[src/rtl/layer_mapper_pkg.sv]
// rtl/layer_mapper_pkg.sv - shared types and default parameters for layer_mapper
//
// Purpose: fade FSM state encoding, packed RGB pixel type and the default
//          parameter values used by layer_mapper and layer_palette.
// Ports:   none (package).

package layer_mapper_pkg;

   localparam int NUM_LAYERS_DEF = 4;
   localparam int COLOR_W_DEF    = 8;
   localparam int PAL_AW_DEF     = 4;
   localparam int FADE_BITS_DEF  = 4;

   typedef enum logic [1:0] {
      IDLE     = 2'd0,
      FADE_OUT = 2'd1,
      BLACK    = 2'd2,
      FADE_IN  = 2'd3
   } fade_state_t;

   typedef struct packed {
      logic [COLOR_W_DEF-1:0] r;
      logic [COLOR_W_DEF-1:0] g;
      logic [COLOR_W_DEF-1:0] b;
   } rgb_t;

endpackage

[src/rtl/layer_palette.sv]
// rtl/layer_palette.sv - colour palette RAM with write-to-read forwarding
//
// Purpose: 2**AW entries of DW bits, synchronous write, read of a registered
//          address. A write to the entry being read in the same cycle is
//          forwarded so the reader never sees stale data.
// Ports:   clk, rst_n      clock, asynchronous active-low reset (clears RAM)
//          we/waddr/wdata  write port
//          raddr/rdata     read port (raddr is driven from a register)

module layer_palette #(
   parameter int AW = 4,
   parameter int DW = 24
) (
   input  logic          clk,
   input  logic          rst_n,
   input  logic          we,
   input  logic [AW-1:0] waddr,
   input  logic [DW-1:0] wdata,
   input  logic [AW-1:0] raddr,
   output logic [DW-1:0] rdata
);

   localparam int DEPTH = 1 << AW;

   logic [DW-1:0] mem [DEPTH];

   always_ff @(posedge clk or negedge rst_n) begin
      if (!rst_n) begin
         for (int i = 0; i < DEPTH; i++) begin
            mem[i] <= '0;
         end
      end else if (we) begin
         mem[waddr] <= wdata;
      end
   end

   assign rdata = (we && (waddr == raddr)) ? wdata : mem[raddr];

endmodule

[src/rtl/layer_mapper.sv]
// rtl/layer_mapper.sv - priority layer mux, palette lookup and frame fade
//
// Purpose: two-stage pixel pipeline. Stage 1 picks the highest-priority
//          covering layer (bit 0 wins) or the background; stage 2 reads the
//          palette, scales by the fade level and registers VGA_*. A fade FSM
//          steps the level once per frame tick.
// Ports:   Clk, Reset_n                 clock, asynchronous active-low reset
//          DrawX, DrawY, pix_valid      pixel position / qualifier
//          layer_hit, layer_idx, bg_rgb colour sources
//          pal_we, pal_addr, pal_wdata  palette write port
//          fade_start, fade_dir         fade request
//          VGA_R/G/B, out_valid         pixel output, 2 cycles after input
//          fade_busy                    fade FSM not idle

module layer_mapper
   import layer_mapper_pkg::*;
#(
   parameter int NUM_LAYERS = NUM_LAYERS_DEF,
   parameter int COLOR_W    = COLOR_W_DEF,
   parameter int PAL_AW     = PAL_AW_DEF,
   parameter int FADE_BITS  = FADE_BITS_DEF
) (
   input  logic                         Clk,
   input  logic                         Reset_n,
   input  logic [9:0]                   DrawX,
   input  logic [9:0]                   DrawY,
   input  logic                         pix_valid,
   input  logic [NUM_LAYERS-1:0]        layer_hit,
   input  logic [NUM_LAYERS*PAL_AW-1:0] layer_idx,
   input  logic [3*COLOR_W-1:0]         bg_rgb,
   input  logic                         pal_we,
   input  logic [PAL_AW-1:0]            pal_addr,
   input  logic [3*COLOR_W-1:0]         pal_wdata,
   input  logic                         fade_start,
   input  logic                         fade_dir,
   output logic [COLOR_W-1:0]           VGA_R,
   output logic [COLOR_W-1:0]           VGA_G,
   output logic [COLOR_W-1:0]           VGA_B,
   output logic                         out_valid,
   output logic                         fade_busy
);

   localparam int PROD_W = COLOR_W + FADE_BITS + 1;
   localparam logic [FADE_BITS:0] LVL_ZERO = '0;
   localparam logic [FADE_BITS:0] LVL_ONE  = {{FADE_BITS{1'b0}}, 1'b1};
   localparam logic [FADE_BITS:0] LVL_TOP  = {1'b0, {FADE_BITS{1'b1}}};
   localparam logic [FADE_BITS:0] LVL_FULL = {1'b1, {FADE_BITS{1'b0}}};

   fade_state_t           state;
   logic [FADE_BITS:0]    level;
   logic                  frame_tick;

   logic                  hit_any;
   logic [PAL_AW-1:0]     hit_sel;

   logic                  s1_valid;
   logic                  s1_use_pal;
   logic [PAL_AW-1:0]     s1_idx;
   logic [3*COLOR_W-1:0]  s1_bg;

   logic [3*COLOR_W-1:0]  pal_rdata;
   logic [3*COLOR_W-1:0]  src;

   assign frame_tick = pix_valid && (DrawX == '0) && (DrawY == '0);

   // Scan from the lowest priority upward so the lowest set index is the last
   // assignment and therefore wins.
   always_comb begin
      hit_any = 1'b0;
      hit_sel = '0;
      for (int i = NUM_LAYERS - 1; i >= 0; i--) begin
         if (layer_hit[i]) begin
            hit_any = 1'b1;
            hit_sel = layer_idx[i*PAL_AW +: PAL_AW];
         end
      end
   end

   // Level is at most 2**FADE_BITS, so full level reproduces c exactly.
   function automatic logic [COLOR_W-1:0] fade_scale(input logic [COLOR_W-1:0] c,
                                                     input logic [FADE_BITS:0] lvl);
      logic [PROD_W-1:0] prod;
      prod = {{(FADE_BITS+1){1'b0}}, c} * {{COLOR_W{1'b0}}, lvl};
      return COLOR_W'(prod >> FADE_BITS);
   endfunction

   layer_palette #(
      .AW (PAL_AW),
      .DW (3*COLOR_W)
   ) u_palette (
      .clk   (Clk),
      .rst_n (Reset_n),
      .we    (pal_we),
      .waddr (pal_addr),
      .wdata (pal_wdata),
      .raddr (s1_idx),
      .rdata (pal_rdata)
   );

   assign src = s1_use_pal ? pal_rdata : s1_bg;

   always_ff @(posedge Clk or negedge Reset_n) begin
      if (!Reset_n) begin
         s1_valid   <= 1'b0;
         s1_use_pal <= 1'b0;
         s1_idx     <= '0;
         s1_bg      <= '0;
         out_valid  <= 1'b0;
         VGA_R      <= '0;
         VGA_G      <= '0;
         VGA_B      <= '0;
      end else begin
         s1_valid   <= pix_valid;
         s1_use_pal <= hit_any;
         s1_idx     <= hit_sel;
         s1_bg      <= bg_rgb;
         out_valid  <= s1_valid;
         if (s1_valid) begin
            VGA_R <= fade_scale(src[2*COLOR_W +: COLOR_W], level);
            VGA_G <= fade_scale(src[COLOR_W +: COLOR_W], level);
            VGA_B <= fade_scale(src[0 +: COLOR_W], level);
         end
      end
   end

   // Only one branch runs per cycle, so a request that coincides with a
   // frame tick moves the state and the level step waits for the next tick.
   always_ff @(posedge Clk or negedge Reset_n) begin
      if (!Reset_n) begin
         state     <= IDLE;
         level     <= LVL_FULL;
         fade_busy <= 1'b0;
      end else begin
         case (state)
            IDLE: begin
               if (fade_start) begin
                  state     <= fade_dir ? FADE_IN : FADE_OUT;
                  fade_busy <= 1'b1;
               end
            end
            FADE_OUT: begin
               if (level == LVL_ZERO) begin
                  state <= BLACK;
               end else if (frame_tick) begin
                  level <= level - LVL_ONE;
                  if (level == LVL_ONE) state <= BLACK;
               end
            end
            BLACK: begin
               if (fade_start && fade_dir) state <= FADE_IN;
            end
            FADE_IN: begin
               if (level == LVL_FULL) begin
                  state     <= IDLE;
                  fade_busy <= 1'b0;
               end else if (frame_tick) begin
                  level <= level + LVL_ONE;
                  if (level == LVL_TOP) begin
                     state     <= IDLE;
                     fade_busy <= 1'b0;
                  end
               end
            end
            default: begin
               state     <= IDLE;
               fade_busy <= 1'b0;
            end
         endcase
      end
   end

endmodule

[config.mk]
export PLATFORM = sky130hd
export DESIGN_NAME = layer_mapper
export DESIGN_NICKNAME = d
export VERILOG_FILES = /design/src/rtl/layer_mapper_pkg.sv /design/src/rtl/layer_palette.sv /design/src/rtl/layer_mapper.sv
export SDC_FILE = /design/constraint.sdc
export NUM_CORES = 1
export LEC_CHECK = 0
export ABC_AREA = 1
export CORE_MARGIN = 2
export CORE_UTILIZATION = 45
export DETAILED_ROUTE_END_ITERATION = 7
export PLACE_DENSITY = 0.63
export RECOVER_POWER = 25
export SLEW_MARGIN = 20
export SYNTH_ARGS = -nofsm -noshare
export SYNTH_HDL_FRONTEND = slang
export SYNTH_SLANG_ARGS = --single-unit
export TNS_END_PERCENT = 100
[constraint.sdc]
create_clock -name Clk -period 5.54 [get_ports Clk]
set_input_delay 1.108 -clock Clk [delete_from_list [all_inputs] [get_ports Clk]]
set_output_delay 1.108 -clock Clk [all_outputs]
set_load 0.02 [all_outputs]
Word-level counts from Yosys, hierarchy flattened
Index checks and enable logic that the tools add are counted.
{"block": "totals", "reg_bits": 447, "latchBits": 0, "ram_bits": 0, "mem_bits_ro": 0, "in_bits": 98, "out_inout_bits": 26, "mem_count": 0}
{"block": "op_classes", "add_sub_neg": 2, "n_mul": 3, "div_mod_pow": 0, "n_lt_le_gt_ge": 3, "eq_ne": 17, "shift": 0, "muxes": 36, "n_bitwise": 2, "reduce_logical": 14}
{"cell": "384-bit bitwise mux", "n": 1}
{"cell": "24-bit 2-to-1 mux", "n": 5}
{"cell": "24-bit binary-select mux with 4-bit select", "n": 1}
{"cell": "24-bit demux with 4-bit select", "n": 1}
{"cell": "8-bit by 5-bit multiplier with 12-bit output", "n": 3}
{"cell": "10-bit zero test", "n": 2}
{"cell": "5-bit 2-to-1 mux", "n": 4}
{"cell": "2-bit 2-to-1 mux", "n": 9}
{"cell": "4-bit 2-to-1 mux", "n": 4}
{"cell": "2-bit != test (second input constant)", "n": 6}
{"cell": "3-bit != test (second input constant)", "n": 4}
{"cell": "5-bit greater-or-equal comparator (second input constant)", "n": 2}
{"cell": "4-bit inverter with 5-bit output", "n": 2}
{"cell": "5-bit one-hot mux with 2 select lines", "n": 1}
{"cell": "1-bit 2-to-1 mux", "n": 8}
{"cell": "2-bit one-hot mux with 4 select lines", "n": 1}
{"cell": "6-bit AND reduction", "n": 1}
{"cell": "5-bit by 1-bit adder with 5-bit output (second input constant)", "n": 1}
{"cell": "5-bit by 1-bit == test with 1-bit output (second input constant)", "n": 1}
{"cell": "5-bit by 4-bit == test with 1-bit output (second input constant)", "n": 1}
{"cell": "5-bit == test (second input constant)", "n": 1}
{"cell": "1-bit logical AND", "n": 5}
{"cell": "5-bit zero test", "n": 1}
{"cell": "5-bit by 1-bit < comparator with 1-bit output (second input constant)", "n": 1}
{"cell": "other kinds (9)", "n": 11}

Depth between registers and ports, before layout
Gate-level depths: netlist of the first run.
{"block": "depth", "word_depth": 7, "mapped_depth": 30, "depth_no_buf": 28}

Cells and area by module
From an unflattened synthesis of the first run, not the netlist that was laid out.
{"block": "unflattened", "cells_unflattened": 3426, "hier_area_um2": 25518.2}
{"mod": "layer_palette", "n_inst": 1, "cells_each": 2607, "area_per_inst_um2": 19093.3, "seq_area_each_um2": 9609.2}
{"mod": "layer_mapper", "n_inst": 1, "cells_each": 819, "area_per_inst_um2": 6424.9, "seq_area_each_um2": 1577.8}

Worst setup path before layout of the first run
Ideal clock, no wire load.
{"block": "synth_path", "kind": "in2reg", "startpoint": "input pal_addr[0]", "endpoint": "register VGA_G[7]", "setup_ps": 121, "arrival_time_ps": 5096, "required_ps": 5419, "slack_ps": 323, "path_stages": 22, "path_buffers": 2, "cell_sequence": "inv_1 o21ai_1 nor2_1 nand3_4 inv_2 buf_4 clkbuf_1 a21oi_1 a22oi_2 nor2_1 fa_1 fa_1 inv_1 fa_1 inv_1 ha_1 a21oi_1 o21ai_0 a211oi_1 nand2_1 o21ai_0 o21ai_1"}
{"block": "synth_via", "elab_chain_cells": 5}
{"element": "start: declaration", "line_no": "layer_mapper.sv:32", "rtl": "input logic [PAL_AW-1:0] pal_addr,"}
{"element": "4-bit == test", "line_no": "layer_palette.sv:37", "rtl": "assign rdata = (we && (waddr == raddr)) ? wdata : mem[raddr];"}
{"element": "1-bit logical AND", "line_no": "layer_palette.sv:37"}
{"element": "24-bit 2-to-1 mux", "line_no": "layer_palette.sv:37"}
{"element": "24-bit 2-to-1 mux", "line_no": "layer_mapper.sv:100", "rtl": "assign src = s1_use_pal ? pal_rdata : s1_bg;"}
{"element": "8-bit by 5-bit multiplier with 12-bit output", "line_no": "layer_mapper.sv:83", "rtl": "prod = {{(FADE_BITS+1){1'b0}}, c} * {{COLOR_W{1'b0}}, lvl};"}
{"element": "end signal: assignment", "line_no": "layer_mapper.sv:120", "rtl": "VGA_G <= fade_scale(src[COLOR_W +: COLOR_W], level);"}
{"element": "end: declaration", "line_no": "layer_mapper.sv:37", "rtl": "output logic [COLOR_W-1:0] VGA_G,"}
No other way between the ends.
A chain may end at the register's enable or synchronous reset.

Final worst setup path of the first run
{"block": "layout_path", "startpoint": "input pal_addr[3]", "endpoint": "register VGA_B[7]"}
{"block": "layout_via", "elab_chain_cells": 5}
{"element": "4-bit == test", "line_no": "layer_palette.sv:37"}
{"element": "1-bit logical AND", "line_no": "layer_palette.sv:37"}
{"element": "24-bit 2-to-1 mux", "line_no": "layer_palette.sv:37"}
{"element": "24-bit 2-to-1 mux", "line_no": "layer_mapper.sv:100"}
{"element": "8-bit by 5-bit multiplier with 12-bit output", "line_no": "layer_mapper.sv:83"}
{"element": "end signal: assignment", "line_no": "layer_mapper.sv:121", "rtl": "VGA_B <= fade_scale(src[0 +: COLOR_W], level);"}
{"element": "end: declaration", "line_no": "layer_mapper.sv:38", "rtl": "output logic [COLOR_W-1:0] VGA_B,"}
No other way between the ends.

==> flow_summary.ini, run 1 <==
[yosys]
syn_inst = 2986
yosysMostFrequentCell = nand2_1
yosysSeqAreaShare_pct = 46.9
synth_edf_count = 0
ys_warn_count = 0
yosys.area.top_type = dfrtp_1
ys_top_cells_by_area = dfrtp_1 47%, o21ai_0 12%, nand2_1 12%
ys_types = 44
synth-seq-cells = 447
synthFlopType = dfrtp_1
mappedNetlistNets = 3193
synth.cell_area_um2 = 23800
synthArstFlopShare_pct = 100
synth.avg_cell_area_um2 = 7.98
synth_top_area_share_pct = 46.8
ys_top_cells_by_count = 740 x nand2_1, 556 x o21ai_0, 446 x dfrtp_1

[routing]
drtPass1Iterations = 6
wl_per_cell_um = 19.0
num_vias = 21100
drt_wl_total_mm = 72.3
drt_iter0_markers = 2162
ant_nets = 0
drc = 0
vias_per_cell = 5.54

[setup_path]
r2r_cells = 21
worstReg2RegStart = s1_idx[1]
setup.worst_path.class = in2reg
crit_path_max_fanout = 21
worstPathRequired_ns = 5.99
r2r_end = VGA_B[7]
critPathLaunchType = input pin
arrival_ns = 5.65
end_kind = flip-flop
r2r_slack_ns = 0.37

[finish]
syn2layout_area_growth_pct = 16.2
utilization_pct = 52.8
fin_nets = 3289
drive_gt1_share_pct = 8.70
stdcell_count = 3805
stdcell_area_um2 = 27700

[place]
dp_hpwl_mm = 45.3
dp_cells = 3720
dpl_cell_area_um2 = 26100
place_congestion = 0.938
port_buffers = 123

[pwr]
leakage_nw = 13.4
power_mw = 11.3
powerDensity_nw_per_um2 = 410
max-vdd-ir-drop_v = 0.000253

[timing]
whs_ns = 0.480
final-hold-violation-count = 0
tightest_slew_ns = 3.05
finalCriticalPeriod_ns = 5.20
maxSlewHeadroom_pct = -103
finalSetupViolCount = 0
timing.final.crit_share_pct = 93.9
maxSlewViolCount = 117
finClkSkew_ns = 0.0176
grt_setup_unrepaired = no
max_freq_ghz = 0.192

[outcome]
status = finished with violations
violations = max-capacitance violations, max-slew violations

[global_routing]
grt_use_met3_pct = 3.96
use_met2_pct = 41.1
grt_antenna_before_repair = 1
grt_usage_pct = 26.9
grt_pass1_wl_mm = 114
grt.overflow.total = 0
busiest_layer = met2
met1_usage_pct = 39.5
grt_max_degree = 118
grt_pass1_vias = 20300

[floorplanning]
die-area_um2 = 54800
num_rows = 84
start_util_pct = 45.4
coreArea_um2 = 52400
fp.dieW_um = 234
ios = 124
die-height_um = 234

[worst_hold_path]
hold_depth = 2
hold_path.class = reg2reg
min_delay_worst_endpoint = VGA_R[4]
hp-start = VGA_R[4]

[clock_tree]
cts.clk_slew.worst_paths_ns = 0.06
ctsResizeCount = 0
cts_buffers = 48
htreeDepth = 2
cts_hold_buf = 0
worst_skew_pair.late_latency_ns = 0.59
postCtsSetupBuffers = 0
cts_sinks = 447
cts_tree = yes
cts.path.max_buffers = 3
cts_root_buffer = clkbuf_16

[flow_run]
maxCapViolations = 1
-- state kept, by name, indices dropped and copies added (netlist names) --
register / flops
s1_use_pal: 1
s1_bg: 24
s1_valid: 1
VGA_B: 8
s1_idx: 4
out_valid: 1
VGA_G: 8
level: 5
VGA_R: 8
fade_busy: 1
state: 2
u_palette.mem: 384
-- power breakdown --
| group | switching (mW) | internal, mW | total [mW] |
|---|---|---|---|
| registers | 0.361 | 3.94 | 4.31 |
| clock network | 1.33 | 1.88 | 3.21 |
| logic | 2.18 | 1.65 | 3.83 |
| total | 3.87 | 7.47 | 11.3 |
-- metal layers --
layer,vias to the layer above,wire length [µm]
met1,10300,33000
met2,783,32200
met5,-,0
li1,9917,-
met3,102,5410
met4,0,1710
-- kinds of logic after synthesis --
| family | share of synthesized area (%) |
|---|---|
| DFF | 46.9 |
| xor gates and xnor gates | 0.514 |
| and+or+nand+nor | 20.5 |
| adders and majority gates | 7.23 |
| buffers and inverters | 7.83 |
| muxes | 0.0420 |
| AOI/OAI and AO/OA | 17.0 |
-- placed cells by master (no fill, tap or decap), drive strengths merged, types with 2 or more instances in the layout --
| master | netlist | final |
|---|---|---|
| buf | 60 | 130 |
| a211oi | 3 | 3 |
| xor2 | 8 | 8 |
| o221ai | 2 | 2 |
| a21boi | 5 | 5 |
| nor4 | 4 | 4 |
| clkdlybuf4s50 | 0 | 95 |
| o211ai | 14 | 14 |
| nand2 | 749 | 749 |
| o22ai | 69 | 69 |
| a21oi | 56 | 56 |
| clkbuf | 150 | 74 |
| bufinv | 0 | 2 |
| inv | 221 | 221 |
| o21ai | 597 | 597 |
| nand4 | 8 | 8 |
| nand3b | 5 | 5 |
| ha | 61 | 61 |
| xnor2 | 6 | 6 |
| dlygate4sd3 | 0 | 27 |
| dfrtp | 446 | 446 |
| a31oi | 6 | 6 |
| or2 | 5 | 5 |
| o32ai | 5 | 5 |
| and2 | 2 | 2 |
| nand3 | 129 | 129 |
| a31o | 3 | 3 |
| nor2 | 306 | 306 |
| clkinvlp | 0 | 4 |
| fa | 48 | 48 |
| clkinv | 3 | 11 |
| nor3 | 12 | 12 |
-- final cells by class --
cell class / count / area [µm²]
multi-input combinational: 2105 / 10900
inverter: 224 / 846
timing repair buffer: 256 / 2360
tap: 688 / 861
clock inverter: 14 / 138
clock buffer: 70 / 1440
fill: 4924 / 24700
antenna: 1 / 2.50
sequential: 447 / 11200
-- worst max path at each step --
stage | startpoint | end | slack, ns | cells after the start
2_1_floorplan | pal_addr[0] | VGA_G[7] | 0.32 | 22
3_3_place_gp | pal_addr[3] | VGA_B[7] | -0.12 | 22
3_5_place_dp | pal_addr[3] | VGA_R[7] | -0.18 | 26
4_1_cts | s1_idx[0] | VGA_B[7] | 0.40 | 20
5_1_grt | pal_addr[3] | VGA_R[7] | 0.06 | 25
6_report | pal_addr[3] | VGA_B[7] | 0.34 | 22
-- critical path: stages --
cell             delay (ns)
clkdlybuf4s50_1        0.51
nand2_1                0.11
o21ai_1                0.07
nor2_1                 0.17
nand3_4                0.13
inv_2                  0.09
buf_12                 0.15
a21oi_1                0.08
o21ai_1                0.10
nand2_1                0.22
inv_2                  0.13
nor2_1                 0.06
fa_1                   0.58
fa_1                   0.43
fa_1                   0.44
ha_1                   0.32
a21oi_1                0.18
o21ai_0                0.17
a211oi_1               0.33
nand2_1                0.09
nand2_1                0.07
a31oi_1                0.08
-- stage by stage --
| step | setup slack (ns) | setup TNS [ns] |
|---|---|---|
| floorplan | 0.323 | 0 |
| global placement | -0.119 | -0.640 |
| detailed placement | -0.177 | -1.27 |
| CTS | 0.397 | 0 |
| global route | 0.0566 | 0 |
| finish | 0.339 | 0 |
Power figures use the tool's default switching activity.
==> run 2: changes to the inputs <==
Settings changed: CORE_MARGIN 2 to unset.
==> run 2 against run 1 <==
Against the previous run: the flow still finishes with violations (max-capacitance violations, max-slew violations); global-route usage increased by 0.17 points; clock power increased by 6%; first-iteration DRC count decreased by 4.3%; via count decreased by 0.42%; utilization increased by 0.96 points; non-clock buffer count increased by 4; register-to-register slack got worse by 0.096 ns; cell count unchanged; sequential cell count unchanged; design area increased by 0.61%; routed wire length decreased by 0.74%; critical path type is now reg2reg; highest routed layer unchanged.
==> flow_summary.ini, run 2 (synthesis gave the netlist of run 1 again) <==
[outcome]
status = finished with violations
violations = max-capacitance violations, max-slew violations

[setup_path]
worstReg2RegStart = s1_idx[0]
r2r_slack_ns = 0.27
crit_path_max_fanout = 51
arrival_ns = 5.80
worstPathRequired_ns = 6.08
critPathLaunchType = flip-flop
setup.worst_path.class = reg2reg
end_kind = flip-flop
r2r_end = VGA_R[7]
r2r_cells = 24

[floorplanning]
num_rows = 83
die-height_um = 232
ios = 124
fp.dieW_um = 232
start_util_pct = 46.0
coreArea_um2 = 51800
die-area_um2 = 53900

[finish]
utilization_pct = 53.8
drive_gt1_share_pct = 8.97
fin_nets = 3294
layout_common_cells = 728 x nand2_1, 556 x o21ai_0, 443 x dfrtp_1
final_common_cell = nand2_1
num-fill-cells = 4781
largest_reg_flops = 384
largestRegisters = u_palette.mem: 384 flops, s1_bg: 24 flops
stdcell_area_um2 = 27900
stdcell_count = 3805
syn2layout_area_growth_pct = 16.9
top_register = u_palette.mem

[place]
place_congestion = 0.888
dpl_cell_area_um2 = 26200
port_buffers = 123
place_ws_ns = -0.250
dp_hpwl_mm = 44.9
dp_cells = 3716

[routing]
routedLengthMet1_mm = 32.9
wl_per_cell_um = 18.9
ant_nets = 0
top_layer = met4
wl_met2_mm = 31.9
drt_wl_total_mm = 71.8
wl_met3_mm = 5.09
num_vias = 21000
drt_iter0_markers = 2070
drc = 0
drtPass1Iterations = 6
vias_per_cell = 5.51

[timing]
setup_slack_ns = 0.274
maxSlewViolCount = 108
finalCriticalPeriod_ns = 5.27
finClkSkew_ns = 0.0141
grt_setup_unrepaired = no
timing.final.crit_share_pct = 95.1
max_freq_ghz = 0.190
setup_tns_ns = 0
tightest_slew_ns = 3.05
final-hold-violation-count = 0
maxSlewHeadroom_pct = -103
whs_ns = 0.478
finalSetupViolCount = 0

[pwr]
powerDensity_nw_per_um2 = 416
leakage_nw = 13.6
power_mw = 11.6
max-vdd-ir-drop_v = 0.000248

[clock_tree]
postCtsSetupBuffers = 0
ctsResizeCount = 0
worst_skew_pair.late_latency_ns = 0.60
cts_buffers = 49
cts.clk_slew.worst_paths_ns = 0.06
cts_tree = yes
cts_sinks = 447
cts_root_buffer = clkbuf_16
cts.path.max_buffers = 3
htreeDepth = 2
cts_hold_buf = 0

[global_routing]
grt_pass1_vias = 20400
grt_pass1_wl_mm = 114
grt.overflow.total = 0
grt_usage_pct = 27.0
grt_max_degree = 110
grt_antenna_before_repair = 1

[worst_hold_path]
hold_path.class = reg2reg
hold_depth = 2
min_delay_worst_endpoint = VGA_R[1]
hp-start = VGA_R[1]

[flow_run]
maxCapViolations = 1
## run 2: cell count changes in the layout (fill, tap and decap cells not counted), sizes merged
cell	previous run	this run
buf	130	136
bufinv	2	4
clkinv	11	10
clkinvlp	4	1
diode	1	2
inv	221	224
## run 2: final cells by class
type                       count  area [µm²]  share of cell area [%]
sequential                   447       11200                    40.2
clock inverter                15         204                   0.732
inverter                     224         846                    3.04
clock buffer                  72        1460                    5.25
tap                          680         851                    3.05
timing repair buffer         260        2410                    8.66
antenna                        2        5.00                  0.0180
multi-input combinational   2105       10900                    39.1
## run 2: how the worst max path moves through the flow
| stage | from | to | slack, ns | depth (start not counted) |
|---|---|---|---|---|
| floorplan | pal_addr[0] | VGA_G[7] | 0.32 | 22 |
| global placement | pal_addr[1] | VGA_R[7] | -0.13 | 24 |
| detailed placement | pal_addr[1] | VGA_G[7] | -0.25 | 22 |
| CTS | s1_idx[0] | VGA_B[7] | 0.25 | 20 |
| global route | s1_idx[0] | VGA_R[7] | 0.009 | 24 |
| finish | s1_idx[0] | VGA_R[7] | 0.27 | 24 |
## run 2: power by group
part	switching (mW)	internal, mW	total, mW	leakage, nW
sequential	0.360	3.94	4.30	5.62
combinational	2.22	1.68	3.89	7.14
clock	1.39	2.01	3.40	0.824
## run 2: worst max-delay path, cell delays in order, from the launching register on
cell      delay [ns]
dfrtp_4         0.58
inv_4           0.28
buf_4           0.56
nand2_1         0.11
nand3_1         0.13
nand3_1         0.08
nand3_1         0.12
nand3_1         0.13
nand2_1         0.12
nand2_1         0.09
inv_1           0.09
nor2_1          0.05
fa_1            0.40
fa_1            0.52
inv_1           0.05
fa_1            0.47
inv_1           0.04
ha_1            0.30
a21oi_1         0.19
o21ai_0         0.16
a211oi_1        0.30
nand2_1         0.09
a21oi_1         0.12
o21ai_1         0.08
nand2_1         0.09
## run 2: routing by layer
layer | global-route usage (%) | vias to the layer above
li1 | - | 9941
met5 | 0 | -
met4 | 8.51 | 0
met1 | 38.8 | 10200
met3 | 3.70 | 104
met2 | 42.2 | 742
==> run 3: changes to the inputs <==
Settings changed: CTS_BUF_LIST set to sky130_fd_sc_hd__clkbuf_2.
==> run 3 against run 2 <==
Against the previous run: the run still ends with max-capacitance violations, max-slew violations left; sequential power about the same; via count up 1.9%; utilization shrank 1.2 points; maximum frequency shrank 0.34%; routed wire length up 0.83%; design area fell by 2.3%; count of clock-buffer cells in the layout grew 98; setup slack got worse by 0.018 ns; worst hold slack improved by 0.0073 ns.
==> flow_summary.ini, run 3 (synthesis gave the netlist of run 1 again) <==
[outcome]
status = finished with violations
violations = max-capacitance violations, max-slew violations

[timing]
finClkSkew_ns = 0.102
finalSetupViolCount = 0
tightest_slew_ns = 3.02
whs_ns = 0.486
finalCriticalPeriod_ns = 5.28
maxSlewViolCount = 157
grt_setup_unrepaired = no
max_freq_ghz = 0.189
final-hold-violation-count = 0
timing.final.crit_share_pct = 95.4
maxSlewHeadroom_pct = -102

[finish]
layout_common_cells = 728 x nand2_1, 556 x o21ai_0, 443 x dfrtp_1
final_common_cell = nand2_1
largest_reg_flops = 384
fin_nets = 3362
top_register = u_palette.mem
drive_gt1_share_pct = 11.7
syn2layout_area_growth_pct = 14.3
utilization_pct = 52.6
stdcell_count = 3911
largestRegisters = u_palette.mem: 384 flops, s1_bg: 24 flops

[setup_path]
crit_path_max_fanout = 25
arrival_ns = 6.30
r2r_end = VGA_R[7]
slowest_stage = dfrtp_4
worstPathRequired_ns = 6.56
end_kind = flip-flop
critPathLaunchType = flip-flop
critical_path_buf_inv_count = 5
setup.worst_path.class = reg2reg
worstReg2RegStart = s1_idx[1]
r2r_slack_ns = 0.26
crit_family = adder cells
r2r_cells = 23
slowest_delay_ns = 0.54
path_cells = inv_4 > buf_4 > o21ai_0 > o22ai_1 > nor2_1 > o22ai_1 > o21ai_1 > nand2_1 > inv_2 > nor2_1 > fa_1 > fa_1 > inv_1 > fa_1 > inv_1 > ha_1 > a21oi_1 > o21ai_0 > a211oi_1 > nand2_1 > a21oi_1 > o21ai_1 > nand2_1

[floorplanning]
ios = 124
die-area_um2 = 53900
start_util_pct = 46.0
coreArea_um2 = 51800
num_rows = 83
die-height_um = 232
fp.dieW_um = 232

[routing]
drt_iter0_markers = 2154
ant_nets = 0
drc = 0
drtPass1Iterations = 5
num_vias = 21400
drt_wl_total_mm = 72.4
vias_per_cell = 5.47
wl_per_cell_um = 18.5

[global_routing]
grt.overflow.total = 0
grt_max_degree = 110
grt_pass1_wl_mm = 115
grt_pass1_vias = 21000
grt_usage_pct = 27.4
grt_antenna_before_repair = 2

[clock_tree]
cts_tree = yes
cts.path.max_buffers = 3
cts_buffers = 115
worst_skew_pair.late_latency_ns = 1.17
htreeDepth = 3
postCtsSetupBuffers = 0
cts_root_buffer = clkbuf_2
cts_sinks = 447
cts.clk_slew.worst_paths_ns = 0.11

[worst_hold_path]
min_delay_worst_endpoint = VGA_B[3]
hp-start = VGA_B[3]
hold_depth = 2
hold_path.class = reg2reg

[place]
dp_hpwl_mm = 44.9
place_congestion = 0.888
port_buffers = 123
dp_cells = 3716

[pwr]
leakage_nw = 13.5
powerDensity_nw_per_um2 = 384
max-vdd-ir-drop_v = 0.000171

[flow_run]
maxCapViolations = 2
-- run 3: cell types whose count changed in the layout (fill, tap and decap cells not counted), sizes merged --
cell and change:
clkdlybuf4s50 -1, clkinvlp -1, clkinv +8, bufinv -2
dlygate4sd3 +2, buf -2, diode +1, clkbuf +101
-- run 3: routing by layer --
metal | wire (µm) | vias to the layer above | GRT usage [%]
li1 | - | 10100 | -
met1 | 33100 | 10300 | 38.9
met2 | 32000 | 831 | 41.7
met3 | 5200 | 121 | 4.91
met4 | 2080 | 2 | 10.3
met5 | 13 | - | 0
-- run 3: repair_timing --
item,4_1_cts,5_1_grt
hold buffers,1,0
endpoints found under the setup margin,0,5
resized for setup,0,5
hold endpoints to repair,52,0
-- run 3: how the worst max path moves through the flow --
stage,cells past startpoint,endpoint,start,slack [ns]
after floorplan,22,VGA_G[7],pal_addr[0],0.32
after global placement,24,VGA_R[7],pal_addr[1],-0.13
after detailed placement,22,VGA_G[7],pal_addr[1],-0.25
after CTS,20,VGA_B[7],s1_idx[0],0.20
after global routing,24,VGA_R[7],s1_idx[0],0.006
final,23,VGA_R[7],s1_idx[1],0.26
-- run 3: layout make-up --
type | instances | area (µm²)
fillers | 4950 | 24600
inverters | 224 | 851
multi-input cells | 2105 | 10900
diodes | 3 | 7.51
clock buffers | 170 | 851
repair buffers | 262 | 2450
flip-flops and latches | 447 | 11200
clock inverters | 20 | 140
well taps | 680 | 851
-- run 3: where the power goes --
part,internal (mW),switching (mW)
registers,3.93,0.361
logic,1.68,2.21
clock network,0.903,1.37
-- run 3: worst reg2reg max path: stages (launching register included) --
cell      delay [ns]
dfrtp_4         0.54
inv_4           0.32
buf_4           0.30
o21ai_0         0.11
o22ai_1         0.16
nor2_1          0.07
o22ai_1         0.44
o21ai_1         0.11
nand2_1         0.12
inv_2           0.06
nor2_1          0.11
fa_1            0.45
fa_1            0.50
inv_1           0.05
fa_1            0.47
inv_1           0.04
ha_1            0.30
a21oi_1         0.19
o21ai_0         0.16
a211oi_1        0.30
nand2_1         0.08
a21oi_1         0.12
o21ai_1         0.08
nand2_1         0.10
-- run 3: stage by stage --
step | power [mW] | setup WS (ns) | setup TNS [ns] | cell area (µm²)
floorplan | 6.74 | 0.323 | 0 | 23800
global placement | 8.08 | -0.129 | -0.502 | 26200
detailed placement | 8.20 | -0.250 | -1.92 | 26200
CTS | 10.5 | 0.199 | 0 | 27200
global route | 11.3 | 0.00608 | 0 | 27200
finish | 10.5 | 0.256 | 0 | 27200
